**config.mk**
```make
export PLATFORM = sky130hd
export DESIGN_NAME = imem_fetch_sequencer
export DESIGN_NICKNAME = d
export VERILOG_FILES = /design/src/rtl/imem_fetch_sequencer_pkg.sv /design/src/rtl/imem_load_port.sv /design/src/rtl/imem_fetch_sequencer.sv
export SDC_FILE = /design/constraint.sdc
export NUM_CORES = 1
export LEC_CHECK = 0
export CAP_MARGIN = 30
export CORE_ASPECT_RATIO = 2
export CORE_MARGIN = 2
export CORE_UTILIZATION = 58
export CTS_CLUSTER_DIAMETER = 40
export CTS_CLUSTER_SIZE = 12
export DETAILED_ROUTE_END_ITERATION = 8
export DONT_BUFFER_PORTS = 1
export GPL_TIMING_DRIVEN = 1
export PLACE_DENSITY = 0.8
export SLEW_MARGIN = 20
export SYNTH_ARGS = -nofsm -noshare
export SYNTH_HDL_FRONTEND = slang
export SYNTH_SLANG_ARGS = --single-unit
```
**constraint.sdc**
```tcl
create_clock -name clk -period 3.7 [get_ports clk]
set_clock_uncertainty 0.15 [all_clocks]
set_input_delay 1.11 -clock clk [delete_from_list [all_inputs] [get_ports clk]]
set_output_delay 1.11 -clock clk [all_outputs]
set_load 0.01 [all_outputs]
```
**src/rtl/imem_fetch_sequencer_pkg.sv**
```systemverilog
// Shared types and constants for the instruction-memory load/fetch sequencer.
// Imported by the top and by the load-port sub-module.
package imem_fetch_sequencer_pkg;

    typedef enum logic [1:0] {
        ST_LOAD = 2'd0,
        ST_RUN  = 2'd1,
        ST_HALT = 2'd2
    } seq_state_t;

    localparam int INSTR_W = 32;

    // An all-zero instruction word terminates execution.
    localparam logic [INSTR_W-1:0] HALT_WORD = 32'h0;

endpackage

```
**src/rtl/imem_load_port.sv**
```systemverilog
// Program-load port: valid/ready handshake, sequential word counter and the
// instruction-memory write strobe. Pulses done on the final accepted word.
module imem_load_port
    import imem_fetch_sequencer_pkg::*;
#(
    parameter int MEM_WORDS = 128,
    parameter int AW        = 32
) (
    input  logic               clk,
    input  logic               rst_n,
    input  logic               active,
    input  logic               load_valid,
    input  logic [INSTR_W-1:0] load_data,
    input  logic               load_last,
    output logic               load_ready,
    output logic               mem_we,
    output logic [AW-1:0]      mem_waddr,
    output logic [INSTR_W-1:0] mem_wdata,
    output logic               done
);

    localparam logic [AW-1:0] DEPTH    = AW'(MEM_WORDS);
    localparam logic [AW-1:0] LAST_IDX = AW'(MEM_WORDS - 1);

    logic [AW-1:0] count_reg;
    logic          accept;

    // Ready is held low while reset is asserted so the port never handshakes in reset.
    assign load_ready = rst_n && active && (count_reg < DEPTH);
    assign accept     = load_valid && load_ready;

    assign mem_we    = accept;
    assign mem_waddr = count_reg;
    assign mem_wdata = load_data;

    // A full memory ends the load even when the producer never raises LoadLast.
    assign done = accept && (load_last || (count_reg == LAST_IDX));

    always_ff @(posedge clk) begin
        if (!rst_n) begin
            count_reg <= '0;
        end else if (accept) begin
            count_reg <= count_reg + 1'b1;
        end
    end

endmodule

```
**src/rtl/imem_fetch_sequencer.sv**
```systemverilog
// Loads a program into instruction memory, then drives a word-indexed PC and
// registers one fetched instruction per cycle, with stall, redirect and halt.
module imem_fetch_sequencer
    import imem_fetch_sequencer_pkg::*;
#(
    parameter int MEM_WORDS = 128,
    parameter int RESET_PC  = 0,
    parameter int AW        = 32
) (
    input  logic               clk,
    input  logic               rst_n,
    input  logic               Start,
    input  logic               LoadValid,
    output logic               LoadReady,
    input  logic [INSTR_W-1:0] LoadData,
    input  logic               LoadLast,
    output logic               MemWriteEnable,
    output logic [AW-1:0]      MemWriteAddr,
    output logic [INSTR_W-1:0] MemWriteData,
    output logic [AW-1:0]      Address,
    input  logic [INSTR_W-1:0] ReadData1,
    input  logic               Stall,
    input  logic               BranchTaken,
    input  logic [AW-1:0]      BranchTarget,
    output logic [INSTR_W-1:0] InstrOut,
    output logic [AW-1:0]      InstrPC,
    output logic               InstrValid,
    output logic               Halted
);

    localparam logic [AW-1:0] PC_START = AW'(RESET_PC);
    localparam logic [AW-1:0] DEPTH    = AW'(MEM_WORDS);

    seq_state_t         state_reg;
    logic [AW-1:0]      pc_reg;
    logic [INSTR_W-1:0] instr_reg;
    logic [AW-1:0]      instr_pc_reg;
    logic               valid_reg;
    logic               halted_reg;
    logic               load_done;

    imem_load_port #(
        .MEM_WORDS (MEM_WORDS),
        .AW        (AW)
    ) u_load_port (
        .clk        (clk),
        .rst_n      (rst_n),
        .active     (state_reg == ST_LOAD),
        .load_valid (LoadValid),
        .load_data  (LoadData),
        .load_last  (LoadLast),
        .load_ready (LoadReady),
        .mem_we     (MemWriteEnable),
        .mem_waddr  (MemWriteAddr),
        .mem_wdata  (MemWriteData),
        .done       (load_done)
    );

    assign Address    = pc_reg;
    assign InstrOut   = instr_reg;
    assign InstrPC    = instr_pc_reg;
    assign InstrValid = valid_reg;
    assign Halted     = halted_reg;

    always_ff @(posedge clk) begin
        if (!rst_n) begin
            state_reg    <= ST_LOAD;
            pc_reg       <= PC_START;
            instr_reg    <= '0;
            instr_pc_reg <= '0;
            valid_reg    <= 1'b0;
            halted_reg   <= 1'b0;
        end else begin
            case (state_reg)
                ST_LOAD: begin
                    if (Start || load_done) begin
                        state_reg <= ST_RUN;
                        pc_reg    <= PC_START;
                        valid_reg <= 1'b0;
                    end
                end

                ST_RUN: begin
                    // Redirect outranks stall so a taken branch is never lost.
                    if (BranchTaken) begin
                        pc_reg    <= BranchTarget;
                        valid_reg <= 1'b0;
                    end else if (!Stall) begin
                        if ((pc_reg >= DEPTH) || (ReadData1 == HALT_WORD)) begin
                            state_reg  <= ST_HALT;
                            halted_reg <= 1'b1;
                            valid_reg  <= 1'b0;
                        end else begin
                            instr_reg    <= ReadData1;
                            instr_pc_reg <= pc_reg;
                            valid_reg    <= 1'b1;
                            pc_reg       <= pc_reg + 1'b1;
                        end
                    end
                end

                ST_HALT: begin
                    valid_reg <= 1'b0;
                    if (Start) begin
                        state_reg  <= ST_RUN;
                        halted_reg <= 1'b0;
                        pc_reg     <= PC_START;
                    end
                end

                default: begin
                    state_reg  <= ST_LOAD;
                    valid_reg  <= 1'b0;
                    halted_reg <= 1'b0;
                end
            endcase
        end
    end

endmodule

```
Yosys cells after proc, flatten, opt, wreduce, memory -nomap -nowiden
Cells that the tools add are included.
- register bits after elaboration: 132
- bits in latches: 0
- RAM bits: 0
- ROM bits: 0
- input port bits: 103
- output and inout bits: 164
- logic and storage cells: 62
- memories kept: 0
- add/sub/neg operators: 2
- $mul: 0
- div/mod/pow operators: 0
- $lt $le $gt $ge: 2
- equal/unequal tests: 10
- shift operators: 0
- mux-type cells: 22
- bitwise operators: 4
- reductions and logical operators: 15
- operators by type and width (kind ; count):
    $mux 32 ; 5
    $pmux 32 s3 ; 1
    $add 32x1->32 const B ; 2
    $eq 32x7->1 const B ; 1
    $ge 32x8->1 const B ; 1
    $logic_not 32->1 ; 1
    $lt 32x8->1 const B ; 1
    $reduce_and 5->1 ; 3
    $mux 2 ; 5
    $ne 2x2->1 const B ; 5
    $mux 1 ; 8
    $ne 3x3->1 const B ; 2
    $pmux 2 s3 ; 1
    $logic_and 1x1->1 ; 4
    $not 1->1 ; 4
    $reduce_and 4->1 ; 1
    $logic_or 1x1->1 ; 3
    $pmux 1 s3 ; 1
    $reduce_bool 3->1 ; 1
    $eq 2x1->1 const B ; 1
    $eq 2x2->1 const B ; 1
    $logic_not 2->1 ; 1
    $pmux 1 s2 ; 1
    $reduce_and 2->1 ; 1

Longest topological paths before layout
- word-level depth: 8
- depth in mapped cells: 9
- mapped depth without buffers: 7

Hierarchy
Synthesis repeated with hierarchy kept, for this count alone.
- cell total of the unflattened synthesis: 635
- area, all modules: 5977.0 sq um
- modules (own cells, without submodules) (module ; times used ; cells each ; area each (sq um) ; seq. area each (sq um)):
    imem_fetch_sequencer ; 1 ; 486 ; 4501.8 ; 2001.9
    imem_load_port ; 1 ; 149 ; 1475.2 ; 640.6

Worst setup path after synthesis
No wires, ideal clock.
- path type: input port to output port
- from: in rst_n
- to: out MemWriteEnable
- arrival: 1.857 ns
- setup slack: 0.583 ns
- stages on the path: 3
- buffers on the path: 2
- cells stage by stage: clkbuf_1 -> clkbuf_1 -> and4_1
- cells in the longest elaborated chain, start to end: 3
- RTL lines (what ; line ; text):
    from (decl) ; imem_fetch_sequencer.sv:11 ; input logic rst_n,
    $logic_and 1x1->1 (2 in a row) ; imem_load_port.sv:29 ; assign load_ready = rst_n && active && (count_reg < DEPTH);
    $logic_and 1x1->1 ; imem_load_port.sv:30 ; assign accept = load_valid && load_ready;
    to (decl) ; imem_fetch_sequencer.sv:17 ; output logic MemWriteEnable,
No other way between the ends.

Worst setup path after layout
- from: reg u_load_port.count_reg[24] (netlist: u_load_port.mem_waddr[24])
- to: out MemWriteEnable
- cells in the longest elaborated chain, start to end: 3
- RTL lines (what ; line ; text):
    from (decl) ; imem_load_port.sv:25 ; logic [AW-1:0] count_reg;
    from (signal assigned) ; imem_load_port.sv:43 ; count_reg <= count_reg + 1'b1;
    $lt 32x8->1 ; imem_load_port.sv:29 ;
    $logic_and 1x1->1 ; imem_load_port.sv:29 ;
    $logic_and 1x1->1 ; imem_load_port.sv:30 ;
No other way between the ends.

==> metrics list <==
- Max-cap violations: 0
* Detailed Route Iter0 Violations: 238
- Sequential fraction of the synthesis area: 44.84%
- The post-route netlist has 10.07% of its cells at a drive strength greater than 1.
* Crit path max-delay cell type: sky130_fd_sc_hd__dfxtp_1
- OpenSTA, run right after detailed placement, puts the worst setup slack at 0.5987 ns.
* Core Rows: 52
* Detail Placement HPWL: 10760 um
- Least setup slack across all paths after layout: 0.4904 ns
- Largest stage delay, worst path: 0.35 ns
- Clock-pin slew was measured on the worst setup and hold paths at 0.06 ns.
- The number of nets handed over by synthesis was 740.
* Placed cells: 699
- Share of the clock period used by the worst path after layout: 86.75%
* RSZ-0062 raised after global routing: false
- In the synthesized netlist, the number of instances is 634.
- The number of max-slew violations in the final report was 0.
- Library cell occupying the most area in the post-synthesis netlist: sky130_fd_sc_hd__dfxtp_1
- Clock root buffer: sky130_fd_sc_hd__clkbuf_16
- Headroom to the max-slew limit came out at 47.11%.
- Measured slew at the worst slew-check pin: 0.7873 ns
- Overall via count from detail_route: 4498
* Share of synthesized registers carrying an async set or reset: 0%
- In the post-synthesis netlist, the cell with the most instances is sky130_fd_sc_hd__dfxtp_1.
- In this run the worst hold path is classified as reg -> reg.
- The worst setup path is launched from a register.
- Hold violation total from the final report: 0
- Max Buffers Root-to-Sink: 2
- Area share of the leading cell type in the synthesized netlist: 44.84%
- After synthesis the cells add up to 5893 um2.
* Area growth, synth to finish: 7.028%
* Accumulated negative setup slack: 0 ns
* Routability-driven placement congestion ratio: 0.8274
- Floorplan core area: 10020 um2
* Horizontal die dimension: 75.28 um
- Die H: 146.6 um
- Biggest area contributors in the synthesized netlist: sky130_fd_sc_hd__dfxtp_1 45%, sky130_fd_sc_hd__mux2i_1 6.8%, sky130_fd_sc_hd__nor2b_1 4.7%
- Launching point of the worst reg2reg path: u_load_port.mem_waddr[24]
- Count of buffers inserted at the top-level ports: 0
- Starting density of the core: 58.82%
- Arrival time of the worst setup path: 1.95 ns
- The worst-case IR drop observed on VDD is 0.3934 mV.
* TritonCTS clock tree: done
- For this run, the number of Yosys warnings is 0.
- Antenna violations before repair: 0
- Number of inserted diodes: 0
- Summed over all cells, the static leakage comes to 2.648 nW.
- Via density per instance: 6.153
- The clock reaches the later pin of the worst-skew pair after 0.41 ns.
- Once layout is complete, the cells apart from fillers number 731.
* Critical path endpoint category: output port
- Of all nets on the critical path, the largest fanout is 4.
* Share of the core filled with cells in the final layout: 62.95%
- Clock tree synthesis inserted a total of 17 buffers.
* DRT Pass-1 Iters: 5
- The first global-routing pass estimated 22560 um of wire.
- The worst hold path begins at InstrValid.
* PostCTS Resize Cnt: 0
- In this run, synthesis produced a sequential element count of 132.
* Number of library cell types mapped by synthesis: 56
- Total number of H-tree levels: 4
- Drt drc: 0
* Cts-stage hold buffer count: 0
- Crit path launch: u_load_port.mem_waddr[24]
* Routed WL: 15190 um
- Category of the critical setup timing path: reg -> out
* Number of setup buffers added after CTS: 0
* Mean area per synthesized cell: 9.295 um2
- Die ar.: 11030 um2
- Minimum clock period after layout: 3.210 ns
- Cells along the critical path: nor4_1 > nand4_1 > nor2_1 > and4_1
- The number of global-route vias before repair is 4398.
- Based on the critical path, the design can be clocked at up to 311.6 MHz.
- Entering global routing, the biggest net connects 140 pins.
* Aggregate global-route resource usage: 26.91%
- Routed len/inst: 20.79 um
* Number of placed I/O pins: 267
- Most frequent cells after synthesis: 132 x sky130_fd_sc_hd__dfxtp_1, 44 x sky130_fd_sc_hd__nor2b_1, 40 x sky130_fd_sc_hd__mux2i_1
- Number of antenna-violating nets in the routed design: 0
- The flow ran to the end, and the final reports show no timing, DRC or antenna violations.
* Number of endpoints failing setup at the final stage: 0
* Count of clock tree sinks: 132
- In the synthesized netlist the dominant register cell turns out to be sky130_fd_sc_hd__dfxtp_1.
- Net count of the finished layout: 689
- STA puts the critical path data required time at 2.44 ns.
- Power spread over the standard cell area amounts to 556.1 nW/um2.
- Counting flops with a built-in enable in the synthesized netlist gives 0.
* Gr ovfl total: 0
## metal layers
metal | vias to the layer above | track usage (%) | share of wire (%)
met5 | - | 0 | 0
met4 | 0 | 16.14 | 4.5
met3 | 56 | 8.282 | 7.9
met2 | 226 | 46.40 | 53
met1 | 2069 | 26.97 | 35
li1 | 2147 | - | -
## power breakdown
| part | switching [mW] | internal [mW] | total [mW] |
|---|---|---|---|
| sequential | 0.0606 | 1.45 | 1.51 |
| combinational | 0.131 | 0.0992 | 0.230 |
| clock | 0.667 | 1.10 | 1.77 |
| total | 0.859 | 2.65 | 3.51 |
## layout make-up
class | instances | area (um2)
clock buffers | 18 | 439.2
clock inverters | 14 | 188.9
fillers | 869 | 3712
inverters | 7 | 26.28
multi-input cells | 422 | 2794
flip-flops and latches | 132 | 2643
well taps | 135 | 168.9
repair buffers | 3 | 47.55
## kinds of logic after synthesis
family | synth area share, %
buf+inv | 7.941
mux | 6.985
compound gates | 12.68
flops | 44.84
fa+ha+maj | 0.6370
xor+xnor | 1.189
simple gates | 25.73
## cells in the final DEF (no fill, tap or decap), types with 6 or more instances in the layout
master                      instances
sky130_fd_sc_hd__and2_1            33
sky130_fd_sc_hd__o221a_2           11
sky130_fd_sc_hd__inv_1              7
sky130_fd_sc_hd__nand4_1           11
sky130_fd_sc_hd__clkbuf_16         17
sky130_fd_sc_hd__nand2_1           31
sky130_fd_sc_hd__o31ai_1            8
sky130_fd_sc_hd__nor3_1            13
sky130_fd_sc_hd__a22oi_1            7
sky130_fd_sc_hd__mux2i_1           40
sky130_fd_sc_hd__nor2_1            32
sky130_fd_sc_hd__o21ai_0           17
sky130_fd_sc_hd__nor2b_1           44
sky130_fd_sc_hd__dfxtp_1          132
sky130_fd_sc_hd__nand3_1           19
sky130_fd_sc_hd__nor4_1            19
sky130_fd_sc_hd__and3_1            33
sky130_fd_sc_hd__a31oi_1            7
sky130_fd_sc_hd__and4_1             6
sky130_fd_sc_hd__a21oi_1           31
## through the flow
stage	hold slack [ns]	instance area [um2]	power, mW
after floorplan	0.3292	5893	1.772
after global placement	0.3599	5679	1.760
after detailed placement	0.3657	5679	1.770
after CTS	0.3743	6307	3.525
after global routing	0.3825	6307	3.615
final	0.3700	6307	3.508
## final timing paths
kind	to	slack [ns]	cells past startpoint
worst max register to register	Address[0]	1.21	7
worst max-delay path	MemWriteEnable	0.49	4
worst min register to register	InstrValid	0.37	2
worst min-delay path	InstrValid	0.37	2
## critical path: cells and delay by family (launching register included)
kind / cells / cell delay [ns]
DFF: 1 / 0.35
and+or+nand+nor: 4 / 1.19
Power figures use the tool's default switching activity.
==> variant: new RTL, same settings <==
Change the package constant `INSTR_W` from 32 to 16.
--- a/src/rtl/imem_fetch_sequencer_pkg.sv
+++ b/src/rtl/imem_fetch_sequencer_pkg.sv
@@ -8,7 +8,7 @@
         ST_HALT = 2'd2
     } seq_state_t;
 
-    localparam int INSTR_W = 32;
+    localparam int INSTR_W = 16;
 
     // An all-zero instruction word terminates execution.
     localparam logic [INSTR_W-1:0] HALT_WORD = 32'h0;
Interface: changed (resized InstrOut, LoadData, MemWriteData and ReadData1); port bits go from 267 to 203. No check against the original RTL was run, so the function may have changed too.
==> variant against the unedited design <==
Setup slack got worse by 46 ps. Cell count down 10%. First-iteration DRC count increased by 70%. Clock power decreased by 3%. Critical path type is now input port to output port. Wire length down 11%. Synthesized area decreased by 14%. Final area fell by 12%. Sequential cell count shrank 16. Register-to-register slack got worse by 370 ps. Power decreased by 6.6%.
==> variant: results (changes against the unedited design) <==
- Result of the run: completed (unchanged).
* Wire length of the first global-routing pass: 21.0 mm (was 22.6 mm)
- The via count of the first global-routing pass is 4,232 (was 4,398).
- The placed instance count is 624 (was 699).
- Static Leakage: 2.14 nW (was 2.65 nW)
- The worst ir drop on vdd came to 435 uV (was 393 uV).
- The number of H-tree levels is 4 (unchanged).
- Share of layout cells above drive strength 1: 11.3% (was 10.1%)
- The mux share of post-synthesis cell area came to 0.198% (was 6.99%).
* Layout filler cell count: 700 (was 869)
* Vias after detailed routing: 4,304 (was 4,498)
- The final cell count without fillers was 656 (was 731).
- Synth top area cells: sky130_fd_sc_hd__dfxtp_1 46%, sky130_fd_sc_hd__nand2_1 5.6%, sky130_fd_sc_hd__a21oi_1 4.4% (was sky130_fd_sc_hd__dfxtp_1 45%, sky130_fd_sc_hd__mux2i_1 6.8%, sky130_fd_sc_hd__nor2b_1 4.7%).
* Synthesized net count: 640 (was 740)
* Pin count of the biggest net entering global routing: 74 (was 140)
* CP peak stage delay: 510 ps (was 350 ps)
* Synth Area in Compound Gates: 17.8% (was 12.7%)
* Slew of the pin with the lowest slew margin: 912 ps (was 787 ps)
* Number of DRC markers after the initial detailed-route iteration: 404 (was 238)
- Final estimated routing congestion in global placement: 0.871 (was 0.827)
* Routed Wire Length: 13.6 mm (was 15.2 mm)
- Adder-Cell Fraction of Synth Area: 0.741% (was 0.637%)
- Register area share after synthesis: 45.9% (was 44.8%)
- The xor and xnor area share after synthesis came to 1.56% (was 1.19%).
* Unique masters post-synth: 60 (was 56)
* Hpwl dp: 9.60 mm (was 10.8 mm)
## variant: worst paths after layout
check	slack (ps)	cells after the start	endpoint	from
max	440	3	MemWriteEnable	rst_n
min	350	2	InstrOut[10]$_SDFFE_PN0P_	InstrOut[10]$_SDFFE_PN0P_
max reg2reg	840	7	Address[23]$_SDFFE_PN0P_	Address[26]$_SDFFE_PN0P_
min reg2reg	350	2	InstrOut[10]$_SDFFE_PN0P_	InstrOut[10]$_SDFFE_PN0P_
## variant: stage by stage
stage	setup WS, ps	instance area [um2]
after detailed placement	366	4960
final	444	5580
after floorplan	318	5060
after global routing	372	5580
after CTS	428	5580
after global placement	474	4960
## variant: cell type report
type	instances	share of cell area, %
sequential	116	41.6
tap	100	2.24
inverter	9	0.605
multi-input combinational	389	43.1
clock buffer	17	7.62
clock inverter	15	3.45
timing repair buffer	10	1.34
## variant: logic make-up after synthesis
family | count (synthesis)
mux | 1
flops | 116
simple gates | 245
fa+ha+maj | 3
compound gates | 131
buf+inv | 61
xor+xnor | 9
## variant: worst max-delay path, delay by kind of cell
| kind | cells | cell delay (ps) |
|---|---|---|
| AND/OR/NAND/NOR | 3 | 870 |
## variant: power by group
part           internal (mW)  switching (mW)
combinational         0.0869           0.150
clock                   1.08           0.630
sequential              1.28          0.0560
## variant: routing by layer
layer,global-route usage (%),routed length (um)
met1,26.7,4570
met2,49.4,7290
met3,10.9,1150
met4,17.4,548
met5,0,0
